**src/rtl/nn_b2_serial_adder_pkg.sv**
```systemverilog
// Shared definitions for the bit-serial base-2 adder.
// Latency: n/a (constants and elaboration-time helpers only).
// Backpressure: n/a.
//
// Contents:
//    IDLE / SHIFT  - FSM state encodings (1-bit, legacy-compatible constants)
//    cnt_width()   - width of the bit counter for an N-bit operand

package nn_b2_serial_adder_pkg;

   // FSM state encodings
   localparam logic [0:0] IDLE  = 1'b0;
   localparam logic [0:0] SHIFT = 1'b1;

   // The bit counter must be able to hold N.
   function automatic int cnt_width(input int n);
      return $clog2(n + 1);
   endfunction

endpackage

```
**src/rtl/nn_b2_serial_adder_fa.sv**
```systemverilog
// Single-bit base-2 full adder used as the serial adder's datapath.
// Latency: purely combinational, zero cycles.
// Backpressure: none; there is no handshake.
//
// Ports:
//    x, y  in   addend bits
//    cin   in   carry in
//    s     out  sum bit, x ^ y ^ cin
//    cout  out  carry out, majority(x, y, cin)

module b2_full_adder (
   input  logic x,
   input  logic y,
   input  logic cin,
   output logic s,
   output logic cout
);

   assign s    = x ^ y ^ cin;
   assign cout = (x & y) | (x & cin) | (y & cin);

endmodule

```
**src/rtl/nn_b2_serial_adder.sv**
```systemverilog
// Bit-serial adder: computes x + y + cin LSB first using one full adder and a carry flop.
// Latency: soc accepted at edge k; result valid and eoc high after edge k+N (eoc low N cycles).
// Backpressure: soc is ignored while busy (eoc=0); the controller must wait for eoc.
//
// Ports:
//    clock  in   system clock, rising edge
//    reset  in   asynchronous, active-high reset
//    soc    in   start request, accepted only while idle
//    x, y   in   N-bit operands, sampled on the accepting edge
//    cin    in   carry in, sampled on the accepting edge
//    eoc    out  1 = idle with s/cout valid, 0 = busy
//    s      out  last completed sum (mod 2^N)
//    cout   out  last completed carry out of bit N-1

module nn_b2_serial_adder
   import nn_b2_serial_adder_pkg::*;
#(
   parameter  int N     = 4,
   localparam int CNT_W = cnt_width(N)
) (
   input  logic         clock,
   input  logic         reset,
   input  logic         soc,
   input  logic [N-1:0] x,
   input  logic [N-1:0] y,
   input  logic         cin,
   output logic         eoc,
   output logic [N-1:0] s,
   output logic         cout
);

   logic [0:0]       state;
   logic [CNT_W-1:0] cnt;
   logic [N-1:0]     xr;
   logic [N-1:0]     yr;
   logic [N-1:0]     sr;
   logic             c;
   logic [N-1:0]     s_q;
   logic             cout_q;

   logic             fa_s;
   logic             fa_c;
   logic             last_bit;
   logic [N-1:0]     sr_next;

   b2_full_adder u_fa (
      .x    (xr[0]),
      .y    (yr[0]),
      .cin  (c),
      .s    (fa_s),
      .cout (fa_c)
   );

   // Sum bits enter at the MSB and walk down, so after N shifts bit 0 of the
   // result has arrived in sr[0].
   assign sr_next  = {fa_s, sr[N-1:1]};
   assign last_bit = (cnt == CNT_W'(N - 1));

   always_ff @(posedge clock or posedge reset) begin
      if (reset) begin
         state  <= IDLE;
         cnt    <= '0;
         xr     <= '0;
         yr     <= '0;
         sr     <= '0;
         c      <= 1'b0;
         s_q    <= '0;
         cout_q <= 1'b0;
      end else begin
         case (state)
            IDLE: begin
               if (soc) begin
                  xr    <= x;
                  yr    <= y;
                  c     <= cin;
                  sr    <= '0;
                  cnt   <= '0;
                  state <= SHIFT;
               end
            end
            SHIFT: begin
               sr  <= sr_next;
               xr  <= {1'b0, xr[N-1:1]};
               yr  <= {1'b0, yr[N-1:1]};
               c   <= fa_c;
               cnt <= cnt + CNT_W'(1);
               // Publish the result only once it is complete, so the previous
               // result stays readable for the whole busy period.
               if (last_bit) begin
                  s_q    <= sr_next;
                  cout_q <= fa_c;
                  state  <= IDLE;
               end
            end
            default: state <= IDLE;
         endcase
      end
   end

   assign eoc  = (state == IDLE);
   assign s    = s_q;
   assign cout = cout_q;

endmodule

```
**config.mk**
```make
export PLATFORM = sky130hd
export DESIGN_NAME = nn_b2_serial_adder
export DESIGN_NICKNAME = d
export VERILOG_FILES = /design/src/rtl/nn_b2_serial_adder_pkg.sv /design/src/rtl/nn_b2_serial_adder_fa.sv /design/src/rtl/nn_b2_serial_adder.sv
export SDC_FILE = /design/constraint.sdc
export NUM_CORES = 1
export LEC_CHECK = 0
export ABC_AREA = 1
export CORE_ASPECT_RATIO = 1.5
export CORE_UTILIZATION = 44
export DETAILED_ROUTE_END_ITERATION = 8
export GPL_TIMING_DRIVEN = 0
export PLACE_DENSITY = 0.8
export REMOVE_ABC_BUFFERS = 1
export SYNTH_ARGS = -nofsm -noshare
export SYNTH_HDL_FRONTEND = slang
export SYNTH_SLANG_ARGS = --single-unit
```
**constraint.sdc**
```tcl
create_clock -name clock -period 1 [get_ports clock]
set_input_delay 0.2 -clock clock [delete_from_list [all_inputs] [get_ports clock]]
set_output_delay 0.2 -clock clock [all_outputs]
set_load 0.01 [all_outputs]
```
=== Word-level counts from Yosys, hierarchy flattened ===
Index checks and enable logic that the tools add are counted.

* Output and inout port bits: 6
* Register bits: 22
* Logic and storage cells: 33
* Input port bits: 12

* Eq/ne operators: 2
* $add $sub $neg: 1
* Muxes and demuxes: 13
* Bitwise logic cells: 8
* Reductions and logical operators: 1

{| class="wikitable"
|+ Operators with widths
! operator !! number
|-
| case mux 4 bit (2 select lines) || 3
|-
| two-way mux 4 bit || 3
|-
| case mux 3 bit (2 select lines) || 1
|-
| case mux 1 bit (2 select lines) || 2
|-
| adder 3 x 1 -> 3 bit (second input constant) || 1
|-
| AND 1 bit || 3
|-
| == test 3 x 2 -> 1 bit (second input constant) || 1
|-
| two-way mux 1 bit || 3
|-
| two-way mux 3 bit || 1
|-
| inequality test 2 bit (second input constant) || 1
|-
| bitwise OR 1 bit || 2
|-
| AND reduction 2 bit || 1
|-
| bitwise XOR 1 bit || 2
|-
| inverter 1 bit || 1
|}

=== Longest topological paths before layout ===
Gate-level depths: netlist of the first run.

* Depth after elaboration: 4
* Depth in mapped cells: 6
* Mapped depth without buffers: 6

=== Cells and area by module ===
Synthesis of the first run repeated with hierarchy kept, for this count alone.

* Cells, all modules: 98
* Area, all modules: 942.2 um^2

{| class="wikitable"
|+ Modules (own cells, without submodules)
! module !! times used !! cells an instance !! seq. area each (um^2) !! area an instance (um^2)
|-
| nn_b2_serial_adder || 1 || 97 || 525.5 || 922.1
|-
| b2_full_adder || 1 || 1 || 0.0 || 20.0
|}

=== Least setup slack after synthesis of the first run ===
OpenSTA, ideal clock, no wires.

* Path kind: reg-to-reg
* From: register c
* To: register s_q[3] (netlist: s[3])
* Setup time: 83 ps
* Path buffers: 0
* Slack: -149 ps
* Stages on the path, launching flop included: 4
* Data arrival time: 1066 ps
* Period minus slack after synthesis: 1149 ps
* Required time: 917 ps
* Cells stage by stage: dfrtp_1 > fa_1 > inv_1 > o21ai_0

* Word-level cells in the longest chain between the ends: 1

{| class="wikitable"
|+ RTL lines
! element !! line !! RTL
|-
| start: declaration || nn_b2_serial_adder.sv:37 || <nowiki>logic c;</nowiki>
|-
| start signal: assignment || nn_b2_serial_adder.sv:75 || <nowiki>c <= cin;</nowiki>
|-
| bitwise XOR 1 bit || nn_b2_serial_adder_fa.sv:19 || <nowiki>assign s = x ^ y ^ cin;</nowiki>
|-
| net fa_s || nn_b2_serial_adder.sv:41 || <nowiki>logic fa_s;</nowiki>
|-
| end signal: assignment || nn_b2_serial_adder.sv:90 || <nowiki>s_q <= sr_next;</nowiki>
|-
| end: declaration || nn_b2_serial_adder.sv:38 || <nowiki>logic [N-1:0] s_q;</nowiki>
|}

The timed path passes the listed nets, and every way through them passes these cells.
A chain may end at the register's enable or synchronous reset.

=== Final worst setup path of the first run ===
* From: register xr[0]
* To: register sr[3]

* Word-level cells in the longest chain between the ends: 3

{| class="wikitable"
|+ RTL lines
! element !! line !! RTL
|-
| start: declaration || nn_b2_serial_adder.sv:34 || <nowiki>logic [N-1:0] xr;</nowiki>
|-
| start signal: assignment || nn_b2_serial_adder.sv:83 || <nowiki>xr <= {1'b0, xr[N-1:1]};</nowiki>
|-
| bitwise XOR 1 bit (2 in a row) || nn_b2_serial_adder_fa.sv:19 ||
|-
| net fa_s || nn_b2_serial_adder.sv:41 ||
|-
| case mux 4 bit (2 select lines) || nn_b2_serial_adder.sv:70 || <nowiki>case (state)</nowiki>
|-
| end signal: assignment || nn_b2_serial_adder.sv:82 || <nowiki>sr <= sr_next;</nowiki>
|-
| end: declaration || nn_b2_serial_adder.sv:36 || <nowiki>logic [N-1:0] sr;</nowiki>
|}

The timed path passes the listed nets, and every way through them passes these cells.

==> impl_metrics.json, run 1 <==
{
  "avgSynthCellArea_um2": 9.20,
  "clock_path_buffers": 2,
  "worst_slack_ns": -0.211,
  "io_buffers": 17,
  "grtUsageTotal": 0.212,
  "ys_ff_latch": 21,
  "syn2layout_area_growth_pct": 56.1,
  "peakVddDrop_v": 0.00173,
  "maxCapViolCount": 0,
  "synthTopCellsByCount": "nand2_1 (35), dfrtp_1 (21), nand3_1 (16), inv_1 (6), o21ai_0 (6)",
  "placeableCoreArea_um2": 1880,
  "design_area_um2": 1390,
  "yosysUniqueCellTypes": 14,
  "clk_latency_ns": 0.29,
  "grt_pass1_vias": 745,
  "first_pass_iters": 4,
  "timing.fmax_ghz": 0.826,
  "dp_hpwl_um": 1080,
  "start_util": 0.475,
  "via_count": 776,
  "cts_buffers": 3,
  "fin_util": 0.742,
  "p_leak_nw": 0.770,
  "hold_path.class": "in -> async",
  "synthFlopType": "dfrtp_1",
  "finalCriticalPeriod_ns": 1.21,
  "wl_per_cell_um": 14.9,
  "drc": 0,
  "syn_inst": 97,
  "fp-row-count": 19,
  "avgViaCountPerCell": 5.24,
  "fin_skew_ns": 0.00304,
  "endpoint_kind": "flip-flop",
  "cp_max_fo": 2,
  "violations": "negative setup slack",
  "fp.dieArea_um2": 2220,
  "antenna_found_initial": 0,
  "powerDensity_nw_per_um2": 2760,
  "period_share": 1.21,
  "outcome": "complete, but fails checks",
  "antenna_left": 0,
  "finalHoldViolCount": 0,
  "netlist.top_cell.by_area": "dfrtp_1",
  "drive_gt1_frac": 0.449,
  "place_area_um2": 1070,
  "nNetsFinal": 143,
  "initialDrtViolationCount": 19,
  "synth_edf_count": 0,
  "rsz0062_at_grt": "true",
  "r2r_setup_slack_ns": -0.21,
  "tightest_slew_ns": 0.465,
  "reg2reg_from": "xr[0]",
  "critPathArrivalTime_ns": 1.44,
  "yosysMostFrequentCell": "nand2_1",
  "relSlewSlack": 0.689,
  "cts.reportedPaths.clkPinSlew_ns": 0.11,
  "cts_num_sinks": 21,
  "dpl_worst_slack_ns": -0.573,
  "cp_data_required_time_ns": 1.23,
  "ys_warn_count": 0,
  "routed_wl_um": 2210,
  "setup_viol": 27,
  "cts_root_buffer": "clkbuf_4",
  "gp_congestion": 0.658,
  "netlist_area_um2": 892,
  "antennaDiodeCount": 0,
  "start_kind": "flip-flop",
  "die_w_um": 38.8,
  "crit_type": "reg -> reg",
  "overflow": 0,
  "r2r_cells": 3,
  "htreeDepth": 1,
  "synth_area_leaders": "dfrtp_1 (59%), nand2_1 (15%), nand3_1 (9.0%)",
  "synth_async_sr_flop_share": 1.00,
  "whs_ns": 0.259,
  "grt_pass1_wl_um": 3260,
  "cts_tree": "built",
  "io_pins": 18,
  "maxSlewViolCount": 0,
  "die_height_um": 57.2,
  "synth_top_area_frac": 0.589,
  "ys_seq_area_frac": 0.589,
  "design_power_total_mw": 3.84,
  "grt_max_degree": 22,
  "r2r-end": "sr[3]"
}
-- placed cells by master (no fill, tap or decap), types with 3 or more instances in the layout --
cell and n:
buf_2 5, nand2_2 10, nand2_4 9, nand3_2 5
dfrtp_1 20, clkbuf_4 3, inv_1 4, clkdlybuf4s50_1 10
nand2_1 16, buf_4 9, o21ai_1 6, nand3_1 11
-- critical path, stage by stage, from the launching register on --
cell and delay, ns:
dfrtp_1 0.42, fa_1 0.55, inv_1 0.06, o21ai_1 0.11
-- timing repair --
item	CTS	global route
pin swaps	5	4
cloned	1	0
gates resized for setup	52	36
setup buffers	10	2
hold endpoints to repair	0	0
hold buffers	0	0
endpoints found under the setup margin	27	48
-- sequential cells by signal, summed over array words and instances (netlist names) --
register and cells:
c 1, cnt 3, cout 1, s 4
sr 3, state 1, xr 4, yr 4
-- layout make-up --
cell class,count,area (µm²)
multi-input cells,65,489
clock buffers,4,26.3
flip-flops and latches,21,527
inverters,7,40.0
repair buffers,30,284
fillers,132,485
well taps,21,26.3
-- worst max-delay path by stage --
stage	start	endpoint	slack, ns
detailed placement	state	eoc	-0.57
global route	xr[0]	s[3]	-0.25
global placement	state	eoc	-0.58
CTS	xr[0]	sr[3]	-0.18
finish	xr[0]	sr[3]	-0.21
floorplan	c	s[3]	-0.15
-- per-stage QoR --
stage	cells	TNS, ns
floorplan	93	-0.816
global placement	131	-12.67
detailed placement	131	-14.00
CTS	146	-1.98
global route	148	-2.98
finish	148	-1.97
-- kinds of logic after synthesis --
| logic type | after synthesis | share of synthesized area |
|---|---|---|
| buf+inv | 11 | 0.0547 |
| fa+ha+maj | 3 | 0.0505 |
| simple gates | 54 | 0.261 |
| compound gates | 8 | 0.0449 |
| flops | 21 | 0.589 |
-- power breakdown --
part / leakage, nW / switching, mW / internal [mW]
sequential: 0.272 / 0.307 / 1.19
combinational: 0.483 / 0.992 / 0.962
clock: 0.0150 / 0.244 / 0.155
-- layer usage --
| metal | share of wire | wire (µm) | track usage |
|---|---|---|---|
| met2 | 0.57 | 1260 | 0.362 |
| met5 | 0 | 0 | 0 |
| met3 | 0.040 | 88 | 0.0233 |
| met4 | 0.0045 | 10 | 0.0887 |
| met1 | 0.38 | 847 | 0.258 |
No activity file was read; power rests on OpenSTA's default activity.
==> inputs of run 2 (changes only) <==
- CELL_PAD_IN_SITES_DETAIL_PLACEMENT: not set -> 1
- CELL_PAD_IN_SITES_GLOBAL_PLACEMENT: not set -> 2
- CORE_UTILIZATION: 44 -> 26
- PLACE_DENSITY: 0.8 -> 0.78
==> impl_metrics.json, run 2 (synthesis results as in run 1) <==
{
  "outcome": "complete, but fails checks",
  "violations": "negative setup slack",
  "routed_wl_um": 2650,
  "r2r_setup_slack_ns": -0.23,
  "final_cells": 172,
  "critPathArrivalTime_ns": 1.43,
  "finalHoldViolCount": 0,
  "start_kind": "flip-flop",
  "cts.reportedPaths.clkPinSlew_ns": 0.08,
  "initialDrtViolationCount": 2,
  "maxSlewViolCount": 0,
  "drive_gt1_frac": 0.492,
  "hold_buffers": 0,
  "layout_commonest_cell": "dfrtp_1",
  "nFillCells": 376,
  "reg2reg_from": "c",
  "htreeDepth": 1,
  "setup_viol": 23,
  "cp_slowest_stage_delay_ns": 0.58,
  "die_height_um": 73.7,
  "cts_buffers": 3,
  "antennaDiodeCount": 0,
  "clk_latency_ns": 0.27,
  "placed_cells": 150,
  "endpoint_kind": "flip-flop",
  "io_pins": 18,
  "grt_pass1_vias": 819,
  "fp.dieArea_um2": 3670,
  "mostFrequentLayoutCells": "dfrtp_1 (20), nand2_1 (18), nand2_2 (12), buf_4 (11)",
  "overflow": 0,
  "cp_data_required_time_ns": 1.20,
  "cts_root_buffer": "clkbuf_8",
  "rsz0062_at_grt": "true",
  "critPathSlowestCell": "fa_2",
  "relSlewSlack": 0.678,
  "nNetsFinal": 148,
  "drc": 0,
  "cts_num_sinks": 21,
  "avgViaCountPerCell": 4.61,
  "gp_congestion": 0.695,
  "io_buffers": 17,
  "tightest_slew_ns": 0.482,
  "via_count": 793,
  "wl_per_cell_um": 15.4,
  "fin_skew_ns": 0.00691,
  "start_util": 0.277,
  "placeableCoreArea_um2": 3220,
  "r2r_cells": 3,
  "peakVddDrop_v": 0.000968,
  "hold_path.class": "in -> async",
  "p_leak_nw": 0.769,
  "fp-row-count": 25,
  "syn2layout_area_growth_pct": 62.1,
  "grt_max_degree": 22,
  "finalCriticalPeriod_ns": 1.23,
  "period_share": 1.23,
  "grtUsageTotal": 0.152,
  "antenna_found_initial": 0,
  "clock_path_buffers": 2,
  "maxCapViolCount": 0,
  "crit_type": "reg -> reg",
  "cp_max_fo": 2,
  "cp_cell_sequence": "fa_2 -> inv_2 -> o21ai_2",
  "antenna_left": 0,
  "powerDensity_nw_per_um2": 2870,
  "worst_slack_ns": -0.232,
  "die_w_um": 49.8,
  "grt_pass1_wl_um": 4020,
  "cts_tree": "built",
  "first_pass_iters": 2,
  "dp_hpwl_um": 1290,
  "r2r-end": "s[3]",
  "timing.fmax_ghz": 0.812,
  "finalSetupTns_ns": -1.89
}
==> run 2: worst max path at each step <==
stage | start | end | depth (start not counted)
floorplan | c | s[3] | 3
global placement | state | eoc | 2
detailed placement | state | eoc | 2
CTS | xr[0] | sr[3] | 3
global route | c | s[3] | 3
finish | c | s[3] | 3
==> run 2: cell type report <==
cell class                      instances  area (µm²)  share of cell area
Timing Repair Buffer                   34         312               0.215
Tap cell                               40        50.0              0.0346
Clock buffer                            3        41.3              0.0285
Multi-Input combinational cell         66         474               0.328
Clock inverter                          1        5.00             0.00346
Inverter                                7        37.5              0.0260
Sequential cell                        21         527               0.364
==> run 2: layer usage <==
layer | global-route usage | vias to the layer above | wire length (µm)
met5 | 0 | - | 0
met1 | 0.178 | 395 | 1050
met2 | 0.269 | 12 | 1500
met4 | 0.0762 | 0 | 48
li1 | - | 381 | -
met3 | 0.0186 | 5 | 48
==> run 2: timing repair <==
item	in CTS	in global routing
endpoints found under the setup margin	27	27
resized for setup	58	28
buffers inserted	10	7
gates cloned	1	0
pin swaps	5	6
==> run 2: report_power, final <==
group	switching [mW]	internal [mW]	total [mW]	leakage [nW]
registers	0.294	1.19	1.48	0.272
clock network	0.306	0.279	0.584	0.0255
logic	1.05	1.04	2.09	0.471
total	1.65	2.51	4.15	0.769
==> run 2: critical path: cells and delay by family, from the launching register on <==
kind / cells / cell delay [ns]
AO/OA/AOI/OAI: 1 / 0.12
adder cells (fa/ha/maj): 1 / 0.58
buffers and inverters: 1 / 0.06
flip-flops: 1 / 0.41
==> run 2: stage by stage <==
step | util | cell area [µm²] | hold WS [ns] | power, mW | setup slack, ns
6_report | 0.449 | 1450 | 0.292 | 4.15 | -0.232
5_1_grt | 0.449 | 1450 | 0.340 | 4.45 | -0.289
4_1_cts | 0.402 | 1300 | 0.315 | 3.61 | -0.201
3_5_place_dp | 0.338 | 1090 | 0.456 | 2.50 | -0.628
3_3_place_gp | 0.338 | 1090 | 0.454 | 2.44 | -0.626
2_1_floorplan | - | 870 | 0.177 | 2.02 | -0.149
